File: src/rtl/watch_ctrl_pkg.sv
// Shared types and timing constants for the watch set controller.
// The optional auto-repeat feature is enabled by defining WATCH_AUTOREPEAT_EN.
package watch_ctrl_pkg;

  typedef enum logic [1:0] {
    RUN     = 2'd0,
    SET_HR  = 2'd1,
    SET_MIN = 2'd2
  } state_t;

  localparam int SEC_MAX    = 59;
  localparam int REP_DELAY  = 8;
  localparam int REP_PERIOD = 2;
  localparam int BLINK_DIV  = 4;

  localparam int REP_W   = $clog2(REP_DELAY + 1);
  localparam int BLINK_W = $clog2(BLINK_DIV);

endpackage

File: src/rtl/btn_press.sv
// Rising-edge press detector with optional hold-to-repeat, paced by tick_rep.
// First repeat fires on the tick after REP_DELAY ticks of holding, then every REP_PERIOD ticks.
module btn_press
  import watch_ctrl_pkg::*;
#(
  parameter bit REPEAT_EN = 1'b0
) (
  input  logic clk,
  input  logic reset,
  input  logic btn,
  input  logic tick_rep,
  input  logic enable,
  output logic press
);

  logic btn_q;
  logic edge_press;

  // NOTE: the edge register resets to 1 so a button held through reset release
  // is treated as already pressed and produces no spurious press.
  always_ff @(posedge clk or negedge reset) begin
    if (!reset) btn_q <= 1'b1;
    else        btn_q <= btn;
  end

  assign edge_press = btn & ~btn_q;

  generate
    if (REPEAT_EN) begin : g_repeat
      logic [REP_W-1:0] rep_cnt;
      logic             armed;
      logic             held;
      logic [REP_W-1:0] limit;
      logic             fire;

      assign held  = btn & btn_q;
      assign limit = armed ? REP_W'(REP_PERIOD - 1) : REP_W'(REP_DELAY);
      assign fire  = held & enable & tick_rep & (rep_cnt == limit);

      // NOTE: sequential state always uses non-blocking assignments so every
      // register samples the pre-edge values of its neighbours.
      always_ff @(posedge clk or negedge reset) begin
        if (!reset) begin
          rep_cnt <= '0;
          armed   <= 1'b0;
        end else if (!held || !enable) begin
          rep_cnt <= '0;
          armed   <= 1'b0;
        end else if (tick_rep) begin
          if (fire) begin
            rep_cnt <= '0;
            armed   <= 1'b1;
          end else begin
            rep_cnt <= rep_cnt + 1'b1;
          end
        end
      end

      assign press = edge_press | fire;
    end else begin : g_no_repeat
      logic unused_rep;
      assign unused_rep = tick_rep & enable;
      assign press      = edge_press;
    end
  endgenerate

endmodule

File: src/rtl/watch_set_controller.sv
// Watch mode/set controller: RUN -> SET_HR -> SET_MIN -> RUN, seconds counter and digit blink.
// Define WATCH_AUTOREPEAT_EN to let a held inc button auto-repeat in the set states.
module watch_set_controller
  import watch_ctrl_pkg::*;
(
  input  logic       clk,
  input  logic       reset,
  input  logic       mode_btn,
  input  logic       inc_btn,
  input  logic       tick_sec,
  input  logic       tick_rep,
  output logic       min_tick,
  output logic       stop,
  output logic       hr_inc,
  output logic       min_inc,
  output logic       blink_hr,
  output logic       blink_min,
  output logic [1:0] mode,
  output logic [5:0] sec
);

`ifdef WATCH_AUTOREPEAT_EN
  localparam bit INC_REPEAT = 1'b1;
`else
  localparam bit INC_REPEAT = 1'b0;
`endif

  state_t             state, state_n;
  logic               phase, phase_n;
  logic [BLINK_W-1:0] div, div_n;
  logic [5:0]         sec_n;
  logic               wrap;
  logic               mode_press, inc_press, inc_ok;
  logic               in_set;

  assign in_set = (state == SET_HR) || (state == SET_MIN);

  btn_press #(.REPEAT_EN(1'b0)) u_mode_press (
    .clk      (clk),
    .reset    (reset),
    .btn      (mode_btn),
    .tick_rep (tick_rep),
    .enable   (1'b0),
    .press    (mode_press)
  );

  // Repeat counting is disabled for the cycle of a mode press, which clears it on a state change.
  btn_press #(.REPEAT_EN(INC_REPEAT)) u_inc_press (
    .clk      (clk),
    .reset    (reset),
    .btn      (inc_btn),
    .tick_rep (tick_rep),
    .enable   (in_set & ~mode_press),
    .press    (inc_press)
  );

  // NOTE: every variable assigned here gets a default first, so no path
  // leaves it unassigned and no latch is inferred.
  always_comb begin
    state_n = state;
    phase_n = phase;
    div_n   = div;
    sec_n   = sec;
    wrap    = 1'b0;

    case (state)
      RUN:     if (mode_press) state_n = SET_HR;
      SET_HR:  if (mode_press) state_n = SET_MIN;
      SET_MIN: if (mode_press) state_n = RUN;
      default: state_n = RUN;
    endcase

    // A simultaneous mode press wins; the inc press is dropped.
    inc_ok = inc_press & ~mode_press & in_set;

    if (state_n != state) begin
      phase_n = 1'b1;
      div_n   = '0;
    end else if (inc_ok) begin
      phase_n = 1'b0;
      div_n   = '0;
    end else if (tick_rep) begin
      if (div == BLINK_W'(BLINK_DIV - 1)) begin
        phase_n = ~phase;
        div_n   = '0;
      end else begin
        div_n = div + 1'b1;
      end
    end

    if (state_n == SET_MIN && state != SET_MIN) begin
      sec_n = '0;
    end else if (state == RUN && state_n == RUN && tick_sec) begin
      if (sec == 6'(SEC_MAX)) begin
        sec_n = '0;
        wrap  = 1'b1;
      end else begin
        sec_n = sec + 1'b1;
      end
    end
  end

  always_ff @(posedge clk or negedge reset) begin
    if (!reset) begin
      state     <= RUN;
      phase     <= 1'b1;
      div       <= '0;
      sec       <= '0;
      min_tick  <= 1'b0;
      hr_inc    <= 1'b0;
      min_inc   <= 1'b0;
      stop      <= 1'b0;
      blink_hr  <= 1'b0;
      blink_min <= 1'b0;
    end else begin
      state     <= state_n;
      phase     <= phase_n;
      div       <= div_n;
      sec       <= sec_n;
      min_tick  <= wrap;
      hr_inc    <= inc_ok & (state == SET_HR);
      min_inc   <= inc_ok & (state == SET_MIN);
      stop      <= (state_n != RUN);
      blink_hr  <= (state_n == SET_HR) & phase_n;
      blink_min <= (state_n == SET_MIN) & phase_n;
    end
  end

  assign mode = state;

endmodule

File: config.mk
export PLATFORM = sky130hd
export DESIGN_NAME = watch_set_controller
export DESIGN_NICKNAME = d
export VERILOG_FILES = /design/src/rtl/watch_ctrl_pkg.sv /design/src/rtl/btn_press.sv /design/src/rtl/watch_set_controller.sv
export SDC_FILE = /design/constraint.sdc
export NUM_CORES = 1
export LEC_CHECK = 0
export CAP_MARGIN = 20
export CORE_MARGIN = 10
export CORE_UTILIZATION = 52
export CTS_BUF_LIST = sky130_fd_sc_hd__clkbuf_4 sky130_fd_sc_hd__clkbuf_8 sky130_fd_sc_hd__clkbuf_16
export DETAILED_ROUTE_END_ITERATION = 8
export PLACE_DENSITY = 0.87
export SLEW_MARGIN = 5
export SYNTH_ARGS = -nofsm -noshare
export SYNTH_HDL_FRONTEND = slang
export SYNTH_SLANG_ARGS = --single-unit
File: constraint.sdc
create_clock -name clk -period 3.6 [get_ports clk]
set_input_delay 0.9 -clock clk [delete_from_list [all_inputs] [get_ports clk]]
set_output_delay 0.9 -clock clk [all_outputs]
set_load 0.1 [all_outputs]
==> results of run 1 <==
per-layer routing:
metal | GRT usage, % | part of all wire, % | vias to the layer above
met2 | 17.1 | 49 | 25
li1 | - | - | 334
met4 | 5.59 | 2.6 | 0
met1 | 10.5 | 43 | 338
met5 | 0 | 0 | -
met3 | 2.15 | 5.3 | 6
kinds of logic (layout without fill, tap and decap cells):
kind of cell / after synthesis / in the layout / synth area share [%]
xor+xnor: 3 / 3 / 2.80
fa+ha+maj: 6 / 6 / 8.01
simple gates: 33 / 33 / 19.1
compound gates: 12 / 12 / 12.7
flops: 19 / 19 / 51.1
mux: 3 / 3 / 3.34
buf+inv: 7 / 29 / 2.94
sequential cells by signal, summed over array words and instances (netlist names):
| name | count |
|---|---|
| blink_hr | 1 |
| u_mode_press.btn_q | 1 |
| u_inc_press.btn_q | 1 |
| div | 2 |
| min_inc | 1 |
| stop | 1 |
| sec | 6 |
| mode | 2 |
| blink_min | 1 |
| min_tick | 1 |
| phase | 1 |
| hr_inc | 1 |
cells in the final DEF, fill, tap and decap left out, drive strengths merged, types with 4 or more instances in the layout:
| cell | Yosys | routed |
|---|---|---|
| clkbuf | 0 | 4 |
| dfrtp | 16 | 16 |
| nor3 | 5 | 5 |
| nand2 | 5 | 5 |
| clkdlybuf4s50 | 0 | 8 |
| buf | 1 | 11 |
| nor2 | 7 | 7 |
| ha | 6 | 6 |
| inv | 6 | 6 |
| and2 | 4 | 4 |
through the flow:
step | hold WS, ns | utilization, % | instance area [sq um]
finish | 0.555 | 67.0 | 1160
global route | 0.620 | 67.0 | 1160
CTS | 0.566 | 67.0 | 1160
detailed placement | 0.542 | 65.2 | 1130
global placement | 0.509 | 65.2 | 1130
floorplan | 0.490 | - | 937
worst paths after layout:
kind,from,end,cells after the start
hold reg to reg,div[1],div[1],2
hold / removal,div[1],div[1],2
min in group asynchronous,reset,blink_min,1
setup / recovery,stop,stop,1
max in group asynchronous,reset,div[0],1
setup reg to reg,mode[1],sec[3],7
synth_stat cells:
master	instances	area [sq um]
mux2i_1	2	20.0
a21oi_1	2	10.0
a221o_1	2	20.0
nand3_1	3	15.0
nor3_1	5	25.0
nand2_1	5	18.8
o311a_4	1	21.3
or2_4	1	8.76
dfrtp_1	16	400
nor3b_1	3	22.5
o31ai_1	1	7.51
dfstp_2	3	78.8
and4b_1	1	10.0
xnor2_1	2	17.5
buf_2	1	5.00
nor2b_1	2	12.5
mux2_2	1	11.3
and2_1	3	18.8
and3_1	2	12.5
o21ai_0	1	5.00
a22o_1	3	26.3
a21o_1	1	7.51
ha_1	6	75.1
xor2_1	1	8.76
nor2_1	7	26.3
and2_4	1	8.76
inv_1	6	22.5
a31oi_4	1	21.3
cell type report:
class / count / area share (%)
Inverter: 6 / 1.95
Multi-Input combinational cell: 57 / 37.2
Tap cell: 25 / 2.71
Sequential cell: 19 / 41.5
Timing Repair Buffer: 19 / 14.1
Clock buffer: 4 / 2.60
==> summary.md, run 1 <==
| Metric | Value |
|---|---|
| First DRT Iteration DRCs | `19` |
| Reg2reg setup slack | `1.40 ns` |
| Die height | `roughly 62 um` |
| Vias in the first global route | `around 730` |
| # setup viols final | `0` |
| Top delay family on crit path | `buffers and inverters` |
| Drt wl/cell | `14.5 um` |
| CP Launch Type | `flop` |
| Final worst path period need | `2.65 ns` |
| Final Non-Filler Cells | `130` |
| Pre-Repair DR Iteration Count | `4` |
| Hold_buf cts | `0` |
| Maxcap violations | `0` |
| Critical Path RT | `around 2.7 ns` |
| Seq/Total Area, Yosys | `51.1%` |
| Post-synth net total | `95` |
| Worst slew pin tran | `roughly 0.97 ns` |
| Critical setup path kind | `flop to output pin` |
| Max Root-Sink Buffers | `2` |
| Core Region | `1730 sq um` |
| Die ar. | `between 3000 and 4000 sq um` |
| DR vias/cell | `5.41` |
| CTS H-tree depth | `1` |
| Die W | `62.5 um` |
| Largest net degree at the start of global routing | `20` |
| GP Congestion | `0.877` |
| Core Rows | `15` |
| Antenna-violating nets left | `0` |
| First-pass GRT wire length | `3180 um` |
| Gr usage total | `9.75%` |
| Cell variety after synth | `28` |
| Share of layout cells above drive strength 1 | `21.9%` |
| Pins Over Slew Limit | `0` |
| Layout area overhead | `23.4%` |
| Worst min-delay path class | `flop to flop` |
| Worst Skew | `0.00297 ns` |
| Fillers | `148` |
| Post-CTS Resized | `0` |
| CTS tree | `done` |
| Nets | `118` |
| IO Count | `20` |
| Status | `completed` |
| CP endpoint kind | `output pin` |
| Max Freq | `377 MHz` |
| Post-synthesis register bit count | `19` |
| Via Count | `703` |
| CP max-delay cell | `clkdlybuf4s50_1` |
| Num Clock Sinks | `19` |
| Arrival @ worst endpoint | `1.75 ns` |
| Synthesized area per cell | `roughly 11 sq um` |
| DP HPWL | `1460 um` |
| Clock-pin slew on the worst setup and hold paths | `0.10 ns` |
| TritonCTS buffer count | `3` |
| Mapped Cells | `83` |
| Worst skew pair latency | `0.29 ns` |
| Number of remaining DRC errors | `0` |
| Final wirelength | `roughly 1900 um` |
| CP max FO | `1` |
| Synth Warn # | `0` |
| Final worst setup slack | `0.946 ns` |
| Final Hold Viols | `0` |
| Buffers & Inverters on Critical Path | `1` |
| Multi-input gate area | `430 sq um` |
| Placed Instances | `between 100 and 150` |
| RSZ-0062 raised after global routing | `no` |
| Antenna Cells | `0` |
| Global route overflow | `0` |
| Critical path's largest stage delay | `1.12 ns` |
| Initial antenna violation count | `0` |
| Worst slack at placement | `0.646 ns` |
| Setup_tns | `0 ns` |
| Period utilisation layout | `73.7%` |
| Starting density of the core | `54.3%` |
| Post-CTS Setup Repair Bufs | `0` |
| CTS root buffer | `clkbuf_4` |
| Number of port buffers | `19` |
| Synthesized area | `~940 sq um` |
| Crit-path cells | `clkdlybuf4s50_1` |
| Max_slew headroom | `between 30% and 40%` |
| Register area | `479 sq um` |
Power of run 1 is not shown: default switching activity piles up to over one toggle a cycle in this logic, so the estimate is an artifact.
==> run 2, diff against run 1 <==
- CORE_UTILIZATION: 52 -> 49
- PLACE_DENSITY: 0.87 -> 0.83
- clock period: 3.6 -> 2.7 ns (I/O delays scaled with it)
==> run 2 against run 1 <==
- routed wire length up 1.7%
- final cell count up 1.5%
- first-iteration DRC count rose by 110%
- register-to-register slack got worse by 0.86 ns
- non-clock buffer count increased by 2
- core utilization down 1.0 points
- clock skew grew 0.0083 ns
- die area increased by 4.1%
- clock-buffer cell count is the same
- sequential share of layout area is 0.27 points lower
- critical path depth is 5 higher
==> summary.md, run 2 (synthesis results as in run 1) <==
| Metric | Value |
|---|---|
| Reg2reg setup slack | `0.54 ns` |
| Die ar. | `4060 sq um` |
| Number of port buffers | `19` |
| CTS H-tree depth | `1` |
| Most frequent cells in the layout | `dfrtp_1, buf_4, nor2_1` |
| Via Count | `682` |
| Placed cell area | `1130 sq um` |
| GP Congestion | `0.860` |
| Gr usage total | `around 9.9%` |
| Met1 usage in global routing | `10.9%` |
| Crit-path cells | `clkdlybuf4s50_1, nor2b_1, nor3b_1, o311a_4, a31oi_4, a221o_1` |
| Hold_buf cts | `0` |
| Arrival @ worst endpoint | `2.60 ns` |
| Antenna-violating nets left | `0` |
| Starting density of the core | `around 53%` |
| Critical path's largest stage delay | `0.48 ns` |
| Final Hold Viols | `0` |
| Fillers | `158` |
| Number of remaining DRC errors | `0` |
| Worst slew pin tran | `0.474 ns` |
| IO Count | `20` |
| Nets | `120` |
| Global route overflow | `0` |
| Share of layout cells above drive strength 1 | `26.2%` |
| WHS Endpoint | `div[1]` |
| Pre-Repair DR Iteration Count | `4` |
| Drt wl/cell | `14.5 um` |
| Worst skew pair latency | `0.29 ns` |
| DR vias/cell | `5.17` |
| Vias in the first global route | `around 720` |
| Endpoint of the worst register-to-register path | `sec[3]` |
| Status | `completed` |
| First-pass GRT wire length | `3300 um` |
| CP endpoint kind | `flop` |
| Num Clock Sinks | `19` |
| Antenna Cells | `0` |
| Largest register FFs | `6` |
| RSZ-0062 raised after global routing | `no` |
| CP max-delay cell | `clkdlybuf4s50_1` |
| Critical Path RT | `2.89 ns` |
| Met3 usage | `3.66%` |
| Layout area overhead | `24.2%` |
| CTS tree | `done` |
| Post-CTS Resized | `0` |
| CP Launch Type | `primary input` |
| Critical setup path kind | `primary input to flop` |
| Post-route design area | `between 1000 and 1500 sq um` |
| Initial antenna violation count | `0` |
| Worst Skew | `0.0112 ns` |
| Period utilisation layout | `89.2%` |
| Hold path startpoint | `div[1]` |
| First DRT Iteration DRCs | `39` |
| CP max FO | `7` |
| TritonCTS buffer count | `3` |
| Largest net degree at the start of global routing | `11` |
| Max_slew headroom | `68.3%` |
| Core Rows | `15` |
| # setup viols final | `0` |
| Worst r2r path cells | `7` |
| Max Freq | `415 MHz` |
| GR Layer Usage met2 | `between 10% and 20%` |
| Hold Path Depth | `2` |
| Final worst path period need | `2.41 ns` |
| Die height | `63.7 um` |
| Worst min-delay path class | `flop to flop` |
| Post-CTS Setup Repair Bufs | `0` |
| Clock-pin slew on the worst setup and hold paths | `approximately 0.1 ns` |
| Die W | `approximately 64 um` |
| Core Region | `1760 sq um` |
| Global route hottest layer | `met2` |
| Max Root-Sink Buffers | `2` |
| Critical R2R Launch | `mode[1]` |
| CTS root buffer | `clkbuf_4` |
| Final wirelength | `1920 um` |
| Pins Over Slew Limit | `0` |
| Maxcap violations | `0` |
| DP HPWL | `about 1500 um` |
| Reg with most FFs | `sec` |
-- run 2: area by class of cell --
| type | count | area, sq um | share of cell area (%) |
|---|---|---|---|
| clock buffers | 4 | 30.0 | 2.58 |
| inverters | 6 | 22.5 | 1.94 |
| multi-input cells | 57 | 430 | 37.0 |
| flip-flops and latches | 19 | 479 | 41.2 |
| well taps | 25 | 31.3 | 2.69 |
| repair buffers | 21 | 170 | 14.6 |
-- run 2: per-stage QoR --
| step | hold slack, ns | util [%] | setup TNS [ns] | setup WS [ns] | std cells |
|---|---|---|---|---|---|
| final | 0.543 | 66.0 | 0 | 0.292 | 132 |
| after global routing | 0.602 | 66.0 | 0 | 0.198 | 132 |
| after CTS | 0.555 | 66.0 | 0 | 0.313 | 132 |
| after detailed placement | 0.531 | 64.3 | -0.00304 | -0.00304 | 128 |
| after global placement | 0.508 | 64.3 | 0 | 0.0409 | 128 |
| after floorplan | 0.379 | - | 0 | 0.111 | 83 |
-- run 2: worst max-delay path, delay by kind of cell --
family	cells	cell delay (ns)
and+or+nand+nor	2	0.73
AOI/OAI and AO/OA	3	0.71
buffers and inverters	1	0.48
-- run 2: worst max path at each step --
stage	from	endpoint	slack, ns	cells after the start
after floorplan	mode[0]	sec[3]	0.11	6
after global placement	mode_btn	sec[3]	0.04	6
after detailed placement	mode_btn	sec[3]	-0.003	6
after CTS	mode_btn	sec[3]	0.31	6
after global routing	mode_btn	sec[3]	0.20	6
final	mode_btn	sec[3]	0.29	6
-- run 2: layer usage --
| layer | wire length (um) | share of wire (%) |
|---|---|---|
| met1 | 861 | 45 |
| met2 | 933 | 49 |
| met3 | 97 | 5.1 |
| met4 | 23 | 1.2 |
| met5 | 0 | 0 |
Power of run 2 is left out for the same reason.
